### src/rtl/conv_x_ctrl.sv
`default_nettype none
// ============================================================================
// Module   : conv_x_ctrl
// Brief    : x-stream window sequencer for the convolution datapath. Fills the
//            x shift memory, starts the MAC once a window is resident, then
//            hands y downstream. Optional macro CONV_X_OVERLAP_EN lets the
//            next x sample be accepted while y waits downstream.
// Revision : 1.0  initial release
// ============================================================================
module conv_x_ctrl #(
    parameter int WIDTH  = 16,
    parameter int SIZE   = 64,
    parameter int LEN_X  = 128,
    parameter int LOGLEN = 8
) (
    input  logic              clk,
    input  logic              reset,
    input  logic [WIDTH-1:0]  s_data_x,
    input  logic              s_valid_x,
    output logic              s_ready_x,
    output logic [WIDTH-1:0]  x_wr_data,
    output logic              x_wr_en,
    output logic              mac_start,
    input  logic              mac_done,
    output logic              m_valid_y,
    input  logic              m_ready_y,
    output logic [LOGLEN-1:0] win_idx
);

    localparam logic [LOGLEN-1:0] c_win_taps = LOGLEN'(SIZE + 1);
    localparam logic [LOGLEN-1:0] c_len_x    = LOGLEN'(LEN_X);
    localparam logic [LOGLEN-1:0] c_one      = LOGLEN'(1);

    typedef enum logic [2:0] {
        S_FILL  = 3'd0,
        S_START = 3'd1,
        S_MAC   = 3'd2,
        S_OUT   = 3'd3,
        S_PEND  = 3'd4
    } state_t;

    state_t            state_q, state_d;
    logic [LOGLEN-1:0] cnt_q, cnt_d;
    logic [LOGLEN-1:0] win_idx_q, win_idx_d;
    logic [LOGLEN-1:0] cnt_inc;
    logic              accept;
    logic              cnt_at_end;

    assign cnt_inc    = cnt_q + c_one;
    assign cnt_at_end = (cnt_q == c_len_x);

    // Handshake outputs are decoded from state only; reset forces them low.
    always_comb begin
        s_ready_x = 1'b0;
        mac_start = 1'b0;
        m_valid_y = 1'b0;
        if (!reset) begin
            case (state_q)
                S_FILL:  s_ready_x = 1'b1;
                S_START: mac_start = 1'b1;
                S_OUT: begin
                    m_valid_y = 1'b1;
`ifdef CONV_X_OVERLAP_EN
                    // Never take a sample belonging to the next vector here.
                    s_ready_x = (cnt_q < c_len_x);
`endif
                end
                S_PEND:  m_valid_y = 1'b1;
                default: ;
            endcase
        end
    end

    assign accept    = s_valid_x & s_ready_x;
    assign x_wr_en   = accept;
    assign x_wr_data = s_data_x;
    assign win_idx   = win_idx_q;

    always_comb begin
        state_d   = state_q;
        cnt_d     = cnt_q;
        win_idx_d = win_idx_q;
        if (accept) begin
            cnt_d = cnt_inc;
        end
        case (state_q)
            S_FILL: begin
                if (accept && (cnt_inc >= c_win_taps)) begin
                    state_d = S_START;
                end
            end
            S_START: state_d = S_MAC;
            S_MAC: begin
                if (mac_done) begin
                    state_d = S_OUT;
                end
            end
            S_OUT: begin
                if (m_ready_y) begin
                    if (cnt_at_end) begin
                        // Vector complete: the next window needs a full refill.
                        cnt_d     = '0;
                        win_idx_d = '0;
                        state_d   = S_FILL;
                    end else begin
                        win_idx_d = win_idx_q + c_one;
                        state_d   = accept ? S_START : S_FILL;
                    end
                end
`ifdef CONV_X_OVERLAP_EN
                else if (accept) begin
                    state_d = S_PEND;
                end
`endif
            end
`ifdef CONV_X_OVERLAP_EN
            S_PEND: begin
                if (m_ready_y) begin
                    win_idx_d = win_idx_q + c_one;
                    state_d   = S_START;
                end
            end
`endif
            default: state_d = S_FILL;
        endcase
    end

    always_ff @(posedge clk) begin
        if (reset) begin
            state_q   <= S_FILL;
            cnt_q     <= '0;
            win_idx_q <= '0;
        end else begin
            state_q   <= state_d;
            cnt_q     <= cnt_d;
            win_idx_q <= win_idx_d;
        end
    end

endmodule
`default_nettype wire

### config.mk
export PLATFORM = sky130hd
export DESIGN_NAME = conv_x_ctrl
export DESIGN_NICKNAME = d
export VERILOG_FILES = /design/src/rtl/conv_x_ctrl.sv
export SDC_FILE = /design/constraint.sdc
export NUM_CORES = 1
export LEC_CHECK = 0
export BUFFER_PORTS_ARGS = -buffer_cell sky130_fd_sc_hd__buf_2
export CAP_MARGIN = 30
export CORE_ASPECT_RATIO = 0.7
export CORE_MARGIN = 4
export CORE_UTILIZATION = 45
export CTS_CLUSTER_SIZE = 40
export DETAILED_ROUTE_END_ITERATION = 16
export GPL_TIMING_DRIVEN = 0
export PLACE_DENSITY = 0.74
export SLEW_MARGIN = 20
export SYNTH_ARGS = -nofsm -noshare
export SYNTH_HDL_FRONTEND = slang
export SYNTH_SLANG_ARGS = --single-unit
### constraint.sdc
create_clock -name clk -period 2.3 [get_ports clk]
set_input_delay 0.345 -clock clk [delete_from_list [all_inputs] [get_ports clk]]
set_output_delay 0.345 -clock clk [all_outputs]
set_load 0.005 [all_outputs]
==> results.json, run 1 <==
{
  "final_hold_viol_count": 0,
  "final_util_pct": 57.5,
  "cts.path.max_buffers": 2,
  "wire_length_of_the_first_global_routing_pass_um": 4020,
  "final_layout_size_suffix_gt1_share_pct": 33.1,
  "critical_path.slowest_cell": "sky130_fd_sc_hd__dfxtp_1",
  "floorplan.initialDensity_pct": 47.0,
  "grt_pass1_vias": 972,
  "crit_type": "reg -> reg",
  "fp.dieH_um": 50.4,
  "yosysWarningCount": 0,
  "reg2reg_setup_slack_ns": 0.15,
  "layout.cells.non_filler": 206,
  "avgRoutedWirePerCell_um": 11.7,
  "clock.fmax_ghz": 0.465,
  "top_area_cells_in_the_synthesized_netlist": "sky130_fd_sc_hd__dfxtp_1 31%, sky130_fd_sc_hd__buf_4 11%, sky130_fd_sc_hd__ha_1 9.7%",
  "cts_repair_resize_count": 0,
  "synthesis.instances": 136,
  "cell_leakage_power_nw": 0.650,
  "gr-total-overflow": 0,
  "antenna_found_initial": 0,
  "cts_sink_count": 18,
  "worst_slew_margin_rel_pct": 70.1,
  "die_area_mm2": 0.00346,
  "yosys-top-cells-count": "18 x sky130_fd_sc_hd__dfxtp_1, 18 x sky130_fd_sc_hd__nor2_1, 17 x sky130_fd_sc_hd__buf_4, 9 x sky130_fd_sc_hd__ha_1, 9 x sky130_fd_sc_hd__xor2_1",
  "crit_path_cell_trace": "ha_1 > nand3_1 > or3_1 > a2111oi_4 > a221oi_2 > a221oi_1",
  "antenna_cells_inserted": 0,
  "die_w_um": 68.6,
  "max_cap_violations": 0,
  "core_region_area_mm2": 0.00246,
  "holdCritStartpoint": "s_valid_x",
  "holdPathEnd": "cnt_q[1]",
  "port_buffers": 32,
  "critical_path.startpoint_type": "flip-flop",
  "insertion_delay_ns": 0.25,
  "clock-root-buffer": "sky130_fd_sc_hd__clkbuf_8",
  "worst-path-max-fanout": 6,
  "clkTransAtPathRegs_ns": 0.06,
  "ports_placed_on_the_boundary": 49,
  "rr_startpoint": "cnt_q[1]",
  "type_of_the_tightest_min_delay_check": "in -> reg",
  "reg2reg_to": "state_q[0]",
  "clock_h_tree_levels": 1,
  "syn_area_per_cell_um2": 8.50,
  "synth_ff_type": "sky130_fd_sc_hd__dfxtp_1",
  "critPathRequiredTime_ns": 2.45,
  "worst_r2r_path_depth": 6,
  "timing.critical_path.max_delay_family": "compound AO/OA/AOI/OAI gates",
  "pin_count_of_the_biggest_net_entering_global_routing": 11,
  "synth-seq-cells": 18,
  "timing_max_transition_violations_final": 0,
  "route.final.wire_length_um": 2410,
  "hold_depth": 3,
  "critical_path_buf_inv_count": 0,
  "drt_drc_violations_left": 0,
  "dp_hpwl_um": 1950,
  "synth_enable_flop_cells": 0,
  "timing.critical_path.arrival_ns": 2.31,
  "tritoncts.num_buffers": 3,
  "gp_congestion": 0.926,
  "combined_global_route_utilization_of_all_metal_layers_pct": 14.9,
  "floorplan.rows": 15,
  "layout.filler_cells": 213,
  "cp_slowest_stage_delay_ns": 0.43,
  "final-setup-viol-count": 0,
  "synth_top_cell_area_share_pct": 31.2,
  "worstMarginPinSlew_ns": 0.448,
  "vdd_ir_drop_max_mv": 0.282,
  "finalClockSkew_ns": 0.00280,
  "pwr_density_mw_per_mm2": 545,
  "synthToLayoutAreaGrowth_pct": 22.3,
  "synthesis.nets": 166,
  "synth-seq-area-share_pct": 31.2,
  "largest_area_contributor_in_the_netlist": "sky130_fd_sc_hd__dfxtp_1",
  "layout_worst_path_cycle_share_pct": 93.5,
  "rsz0062_at_grt": "false",
  "layout.nets": 203,
  "vias": 1039,
  "route.detailed.vias_per_inst": 5.04,
  "critPathCaptureType": "flip-flop",
  "design_power_total_mw": 0.771,
  "holdBufCountCts": 0,
  "result_of_the_run": "complete, no violations",
  "count_of_placed_standard_cells_including_taps": 202,
  "synth.lib_cells_used.distinct": 32,
  "totalNegativeSetupSlack_ns": 0,
  "cts_post_setup_buffers_inserted": 0,
  "detail_route_antenna_nets": 0,
  "final_period_minus_worst_setup_slack_ns": 2.15,
  "drt-pass1-iter-count": 4,
  "asyncSetResetFlopFracSynth_pct": 0,
  "clock_tree_from_tritoncts": "done",
  "mappedNetlistArea_mm2": 0.00116,
  "drt_iter0_markers": 54
}
[state kept, by name, indices dropped and copies added, names as in the netlist]
name     flops
cnt_q        8
state_q      2
win_idx      8
[tightest hold or removal path: stages]
cell                      delay, ns
sky130_fd_sc_hd__buf_2         0.11
sky130_fd_sc_hd__nand3_1       0.06
sky130_fd_sc_hd__a21oi_1       0.05
[kinds of logic (layout without fill, tap and decap cells)]
kind of cell / count (synthesis) / in the layout / synth area share (%)
multiplexers: 2 / 2 / 1.73
buffers and inverters: 27 / 63 / 14.4
adder cells (fa/ha/maj): 9 / 9 / 9.74
AO/OA/AOI/OAI: 14 / 14 / 10.6
flip-flops: 18 / 18 / 31.2
AND/OR/NAND/NOR: 52 / 52 / 21.8
XOR/XNOR: 14 / 14 / 10.6
[worst max-delay path by stage]
| stage | startpoint | slack (ns) | endpoint | cells past startpoint |
|---|---|---|---|---|
| after floorplan | cnt_q[0] | 0.33 | state_q[1] | 6 |
| after global placement | cnt_q[0] | 0.24 | state_q[1] | 6 |
| after detailed placement | cnt_q[1] | 0.15 | state_q[0] | 6 |
| after CTS | cnt_q[1] | 0.13 | state_q[0] | 6 |
| after global routing | cnt_q[1] | 0.02 | state_q[0] | 6 |
| final | cnt_q[1] | 0.15 | state_q[0] | 6 |
[power breakdown]
group          switching, mW  leakage [nW]  internal [mW]  total [mW]
clock                  0.100        0.0288          0.152       0.252
sequential            0.0175         0.145          0.327       0.344
combinational         0.0905         0.475         0.0835       0.174
total                  0.208         0.650          0.562       0.771
[placed cells by master (no fill, tap or decap), drive strengths merged, types with 4 or more instances in the layout]
cell | synthesis | final
xnor2 | 5 | 5
buf | 17 | 49
dfxtp | 18 | 18
or3 | 4 | 4
nor2 | 18 | 18
clkbuf | 3 | 7
ha | 9 | 9
nand3 | 8 | 8
nand2 | 7 | 7
xor2 | 9 | 9
inv | 6 | 6
[cell type report]
type                    instances  area, µm²  share of cell area, %
multi-input cells              91        629                   44.5
flip-flops and latches         18        360                   25.5
repair buffers                 32        160                   11.3
plain buffers                  20        139                   9.82
clock buffers                   4       55.1                   3.89
well taps                      34       42.5                   3.01
inverters                       7       27.5                   1.95
[per-layer routing]
| metal | routed length (µm) | share of wire (%) | vias to the layer above | track usage (%) |
|---|---|---|---|---|
| met2 | 1130 | 47 | 55 | 25.4 |
| li1 | - | - | 515 | - |
| met1 | 1000 | 42 | 465 | 17.9 |
| met4 | 18 | 0.75 | 0 | 3.63 |
| met3 | 262 | 11 | 4 | 4.92 |
| met5 | 0 | 0 | - | 0 |
[metrics by stage]
| step | instance area (µm²) | hold WS, ns | worst slack, ns |
|---|---|---|---|
| detailed placement | 1360 | 0.498 | 0.154 |
| global placement | 1360 | 0.487 | 0.236 |
| CTS | 1410 | 0.363 | 0.127 |
| floorplan | 1160 | 0.489 | 0.333 |
| finish | 1410 | 0.370 | 0.149 |
| global route | 1410 | 0.387 | 0.0217 |
Note: power is estimated with default switching activity, not from simulation.
==> run 2: changes to the inputs <==
- CORE_ASPECT_RATIO: 0.7 -> not set
- CTS_BUF_LIST: not set -> sky130_fd_sc_hd__clkbuf_8 sky130_fd_sc_hd__clkbuf_16
- REMOVE_ABC_BUFFERS: not set -> 1
==> run 2 against run 1 <==
Cell area is 16% lower. Flip-flop and latch count is the same. Power fell by 2.5%. Largest cell class unchanged.
==> results.json, run 2 (synthesis gave the netlist of run 1 again) <==
{
  "drt_drc_violations_left": 0,
  "layout.nets": 167,
  "wire_length_of_the_first_global_routing_pass_um": 4200,
  "detailed_place.area_mm2": 0.00113,
  "design_area_mm2": 0.00119,
  "finalClockSkew_ns": 0.00781,
  "clock_tree_from_tritoncts": "done",
  "pwr_density_mw_per_mm2": 630,
  "route.detailed.vias_per_inst": 5.54,
  "final-setup-viol-count": 0,
  "totalNegativeSetupSlack_ns": 0,
  "tritoncts.num_buffers": 3,
  "die_w_um": 58.7,
  "final_cell_mix": "18 x sky130_fd_sc_hd__nor2_1, 17 x sky130_fd_sc_hd__dfxtp_1, 16 x sky130_fd_sc_hd__buf_2",
  "cts_sink_count": 18,
  "critPathCaptureType": "flip-flop",
  "dp_hpwl_um": 1740,
  "clock_h_tree_levels": 1,
  "ports_placed_on_the_boundary": 49,
  "detail_route_antenna_nets": 0,
  "synthToLayoutAreaGrowth_pct": 3.25,
  "most_frequent_standard_cell_in_the_layout_excluding_fill_and_tap_cells": "sky130_fd_sc_hd__nor2_1",
  "floorplan.rows": 18,
  "pin_count_of_the_biggest_net_entering_global_routing": 16,
  "final_layout_size_suffix_gt1_share_pct": 19.1,
  "result_of_the_run": "complete, no violations",
  "clock.fmax_ghz": 0.478,
  "holdBufCountCts": 0,
  "final_hold_viol_count": 0,
  "core_region_area_mm2": 0.00245,
  "cts_repair_resize_count": 0,
  "gp_congestion": 0.788,
  "route.final.wire_length_um": 2480,
  "antenna_found_initial": 0,
  "avgRoutedWirePerCell_um": 15.0,
  "cts.path.max_buffers": 2,
  "max_cap_violations": 0,
  "type_of_the_tightest_min_delay_check": "in -> reg",
  "floorplan.initialDensity_pct": 47.1,
  "critical_path.startpoint_type": "flip-flop",
  "cts_post_setup_buffers_inserted": 0,
  "worst_slew_margin_rel_pct": 72.6,
  "vdd_ir_drop_max_mv": 0.401,
  "fp.dieH_um": 58.7,
  "timing.critical_path.arrival_ns": 2.26,
  "drt-pass1-iter-count": 4,
  "drt_iter0_markers": 28,
  "crit_type": "reg -> reg",
  "antenna_cells_inserted": 0,
  "layout.filler_cells": 238,
  "worstMarginPinSlew_ns": 0.407,
  "insertion_delay_ns": 0.26,
  "worst-path-max-fanout": 5,
  "grt_pass1_vias": 905,
  "gr-total-overflow": 0,
  "cell_leakage_power_nw": 0.499,
  "final_period_minus_worst_setup_slack_ns": 2.09,
  "clock-root-buffer": "sky130_fd_sc_hd__clkbuf_8",
  "critPathRequiredTime_ns": 2.47,
  "clkTransAtPathRegs_ns": 0.07,
  "combined_global_route_utilization_of_all_metal_layers_pct": 16.5,
  "port_buffers": 16,
  "vias": 920,
  "timing_max_transition_violations_final": 0,
  "rsz0062_at_grt": "false",
  "layout_worst_path_cycle_share_pct": 90.9,
  "die_area_mm2": 0.00344
}
-- run 2: cell types whose count changed in the layout (fill, tap and decap cells not counted) --
cell                       delta
sky130_fd_sc_hd__clkbuf_1     -3
sky130_fd_sc_hd__ha_2         +1
sky130_fd_sc_hd__dfxtp_2      +1
sky130_fd_sc_hd__dfxtp_1      -1
sky130_fd_sc_hd__buf_2       -16
sky130_fd_sc_hd__ha_1         -1
sky130_fd_sc_hd__buf_4       -17
-- run 2: path summary, 6_finish.rpt --
kind	startpoint	to	slack, ns	depth (start not counted)
worst min-delay path	s_valid_x	cnt_q[1]	0.35	3
worst max-delay path	cnt_q[0]	state_q[0]	0.21	6
worst min register to register	cnt_q[1]	cnt_q[1]	0.51	2
worst max register to register	cnt_q[0]	state_q[0]	0.21	6
-- run 2: report_power, final --
group	switching (mW)	internal, mW	leakage (nW)	total, mW
clock network	0.115	0.153	0.0288	0.268
registers	0.0192	0.327	0.146	0.347
logic	0.0807	0.0565	0.324	0.137
total	0.215	0.536	0.499	0.752
-- run 2: metrics by stage --
step	power, mW	std cells	util [%]	hold WS (ns)	setup slack (ns)
final	0.752	166	48.6	0.348	0.210
after global routing	0.796	166	48.6	0.361	0.0507
after CTS	0.754	166	48.5	0.360	0.165
after detailed placement	0.486	162	46.2	0.508	0.201
after global placement	0.480	162	46.2	0.494	0.236
after floorplan	0.447	116	-	0.414	0.333
-- run 2: layout make-up --
type	count	area, µm²	area share (%)
Inverter	7	27.5	2.31
Tap cell	30	37.5	3.14
Timing Repair Buffer	16	80.1	6.71
Sequential cell	18	362	30.3
Multi-Input combinational cell	91	632	52.9
Clock buffer	4	55.1	4.61
-- run 2: routing by layer --
| layer | up-vias | track usage (%) | part of all wire (%) |
|---|---|---|---|
| met5 | - | 4.76 | 0 |
| met4 | 0 | 6.80 | 2.3 |
| met3 | 7 | 9.65 | 10 |
| met2 | 43 | 24.7 | 45 |
| met1 | 428 | 18.7 | 42 |
| li1 | 442 | - | - |
-- run 2: critical path, stage by stage, from the launching register on --
cell and delay [ns]:
sky130_fd_sc_hd__dfxtp_1 0.42, sky130_fd_sc_hd__ha_2 0.25, sky130_fd_sc_hd__nand3_1 0.14, sky130_fd_sc_hd__or3_1 0.39
sky130_fd_sc_hd__a2111oi_4 0.37, sky130_fd_sc_hd__a221oi_2 0.13, sky130_fd_sc_hd__a221oi_1 0.29
==> run 3: changes to the inputs <==
- BUFFER_PORTS_ARGS: -buffer_cell sky130_fd_sc_hd__buf_2 -> not set
- CORE_UTILIZATION: 45 -> 50
- DONT_BUFFER_PORTS: not set -> 1
- PLACE_DENSITY: 0.74 -> 0.63
==> run 3 against run 2 <==
Global-route usage decreased by 2.3 points. Flip-flop and latch count stayed put. Combinational power fell by 12%. Critical path type unchanged. Sequential power about the same. Cell area is 7.2% lower. Highest routed layer unchanged. Clock skew is 0.0050 ns lower. Largest cell class unchanged.
==> results.json, run 3 (synthesis gave the netlist of run 1 again) <==
{
  "result_of_the_run": "complete, no violations",
  "final-setup-viol-count": 0,
  "cts.path.max_buffers": 2,
  "layout_worst_path_cycle_share_pct": 93.3,
  "core_region_area_mm2": 0.00221,
  "crit_type": "reg -> reg",
  "clkTransAtPathRegs_ns": 0.07,
  "cts_post_setup_buffers_inserted": 0,
  "die_area_mm2": 0.00315,
  "design_area_mm2": 0.00111,
  "reg2reg_setup_slack_ns": 0.15,
  "rr_startpoint": "cnt_q[1]",
  "totalNegativeSetupSlack_ns": 0,
  "die_w_um": 56.1,
  "hold_depth": 1,
  "dp_hpwl_um": 1620,
  "pwr_density_mw_per_mm2": 652,
  "timing.critical_path.arrival_ns": 2.30,
  "combined_global_route_utilization_of_all_metal_layers_pct": 14.1,
  "finalClockSkew_ns": 0.00280,
  "critPathCaptureType": "flip-flop",
  "synthToLayoutAreaGrowth_pct": -4.22,
  "fp.dieH_um": 56.1,
  "crit_path_cell_trace": "ha_1 > nand3_1 > or3_1 > a2111oi_4 > a221oi_2 > a221oi_1",
  "drt_iter0_markers": 12,
  "gp_congestion": 0.784,
  "cts_sink_count": 18,
  "reg2reg_to": "state_q[0]",
  "tritoncts.num_buffers": 3,
  "critical_path.startpoint_type": "flip-flop",
  "layout.cells.non_filler": 148,
  "cp_slowest_stage_delay_ns": 0.43,
  "worst_slew_margin_rel_pct": 72.3,
  "worstMarginPinSlew_ns": 0.416,
  "timing_max_transition_violations_final": 0,
  "cts_repair_resize_count": 0,
  "wire_length_of_the_first_global_routing_pass_um": 3590,
  "worst-path-max-fanout": 6,
  "antenna_found_initial": 0,
  "type_of_the_tightest_min_delay_check": "in -> reg",
  "pin_count_of_the_biggest_net_entering_global_routing": 16,
  "antenna_cells_inserted": 0,
  "critical_path_buf_inv_count": 0,
  "clock.fmax_ghz": 0.466,
  "final_cell_mix": "18 x sky130_fd_sc_hd__nor2_1, 18 x sky130_fd_sc_hd__dfxtp_1, 9 x sky130_fd_sc_hd__xor2_1, 9 x sky130_fd_sc_hd__ha_1, 8 x sky130_fd_sc_hd__nand3_1",
  "grt_pass1_vias": 779,
  "clock_tree_from_tritoncts": "done",
  "drt_drc_violations_left": 0,
  "worst_r2r_path_depth": 6,
  "count_of_placed_standard_cells_including_taps": 144,
  "layout.nets": 151,
  "detail_route_antenna_nets": 0,
  "floorplan.initialDensity_pct": 52.3,
  "avgRoutedWirePerCell_um": 15.0,
  "cell_leakage_power_nw": 0.420,
  "drt-pass1-iter-count": 4,
  "port_buffers": 0,
  "insertion_delay_ns": 0.25,
  "vias": 839,
  "route.detailed.vias_per_inst": 5.67,
  "ports_placed_on_the_boundary": 49,
  "final_hold_viol_count": 0,
  "clock-root-buffer": "sky130_fd_sc_hd__clkbuf_8",
  "final_layout_size_suffix_gt1_share_pct": 6.67,
  "clock_h_tree_levels": 1,
  "route.final.wire_length_um": 2220,
  "gr-total-overflow": 0,
  "rsz0062_at_grt": "false",
  "holdBufCountCts": 0,
  "max_cap_violations": 0,
  "vdd_ir_drop_max_mv": 0.330,
  "critPathRequiredTime_ns": 2.45,
  "detailed_place.area_mm2": 0.00105,
  "holdPathEnd": "cnt_q[3]",
  "final_period_minus_worst_setup_slack_ns": 2.15,
  "holdCritStartpoint": "reset",
  "floorplan.rows": 17,
  "layout.filler_cells": 226,
  "timing.critical_path.max_delay_family": "compound AO/OA/AOI/OAI gates",
  "critical_path.slowest_cell": "sky130_fd_sc_hd__dfxtp_1"
}
## run 3: cell types whose count changed in the layout (fill, tap and decap cells not counted), sizes merged
| cell | change |
|---|---|
| buf | -16 |
## run 3: worst max-delay path by stage
| stage | depth (start not counted) | slack [ns] | to | from |
|---|---|---|---|---|
| 2_1_floorplan | 6 | 0.33 | state_q[1] | cnt_q[0] |
| 3_3_place_gp | 6 | 0.20 | state_q[0] | cnt_q[1] |
| 3_5_place_dp | 6 | 0.22 | state_q[0] | cnt_q[1] |
| 4_1_cts | 6 | 0.18 | state_q[0] | cnt_q[1] |
| 5_1_grt | 6 | 0.006 | state_q[0] | cnt_q[1] |
| 6_report | 6 | 0.15 | state_q[0] | cnt_q[1] |
## run 3: final cells by class
cell class,instances,area (µm²),area share [%]
clock buffer,4,55.1,4.97
inverter,7,27.5,2.49
multi-input combinational,91,629,56.8
sequential,18,360,32.5
tap,28,35.0,3.16
## run 3: report_power, final
part | leakage [nW] | switching, mW | internal, mW
logic | 0.246 | 0.0728 | 0.0485
registers | 0.145 | 0.0172 | 0.327
clock network | 0.0288 | 0.105 | 0.152
## run 3: per-layer routing
layer	GRT usage, %	share of wire (%)	vias to the layer above
met5	0	0	-
met4	3.39	0.72	0
li1	-	-	413
met1	17.5	44	388
met3	9.28	11	2
met2	20.2	44	36
## run 3: stage by stage
stage / worst slack (ns) / hold WS, ns / power, mW / util [%]
3_5_place_dp: 0.223 / 0.419 / 0.472 / 47.6
2_1_floorplan: 0.333 / 0.414 / 0.447 / -
6_report: 0.153 / 0.157 / 0.722 / 50.1
5_1_grt: 0.00580 / 0.140 / 0.769 / 50.1
3_3_place_gp: 0.196 / 0.417 / 0.468 / 47.6
4_1_cts: 0.179 / 0.151 / 0.729 / 50.1
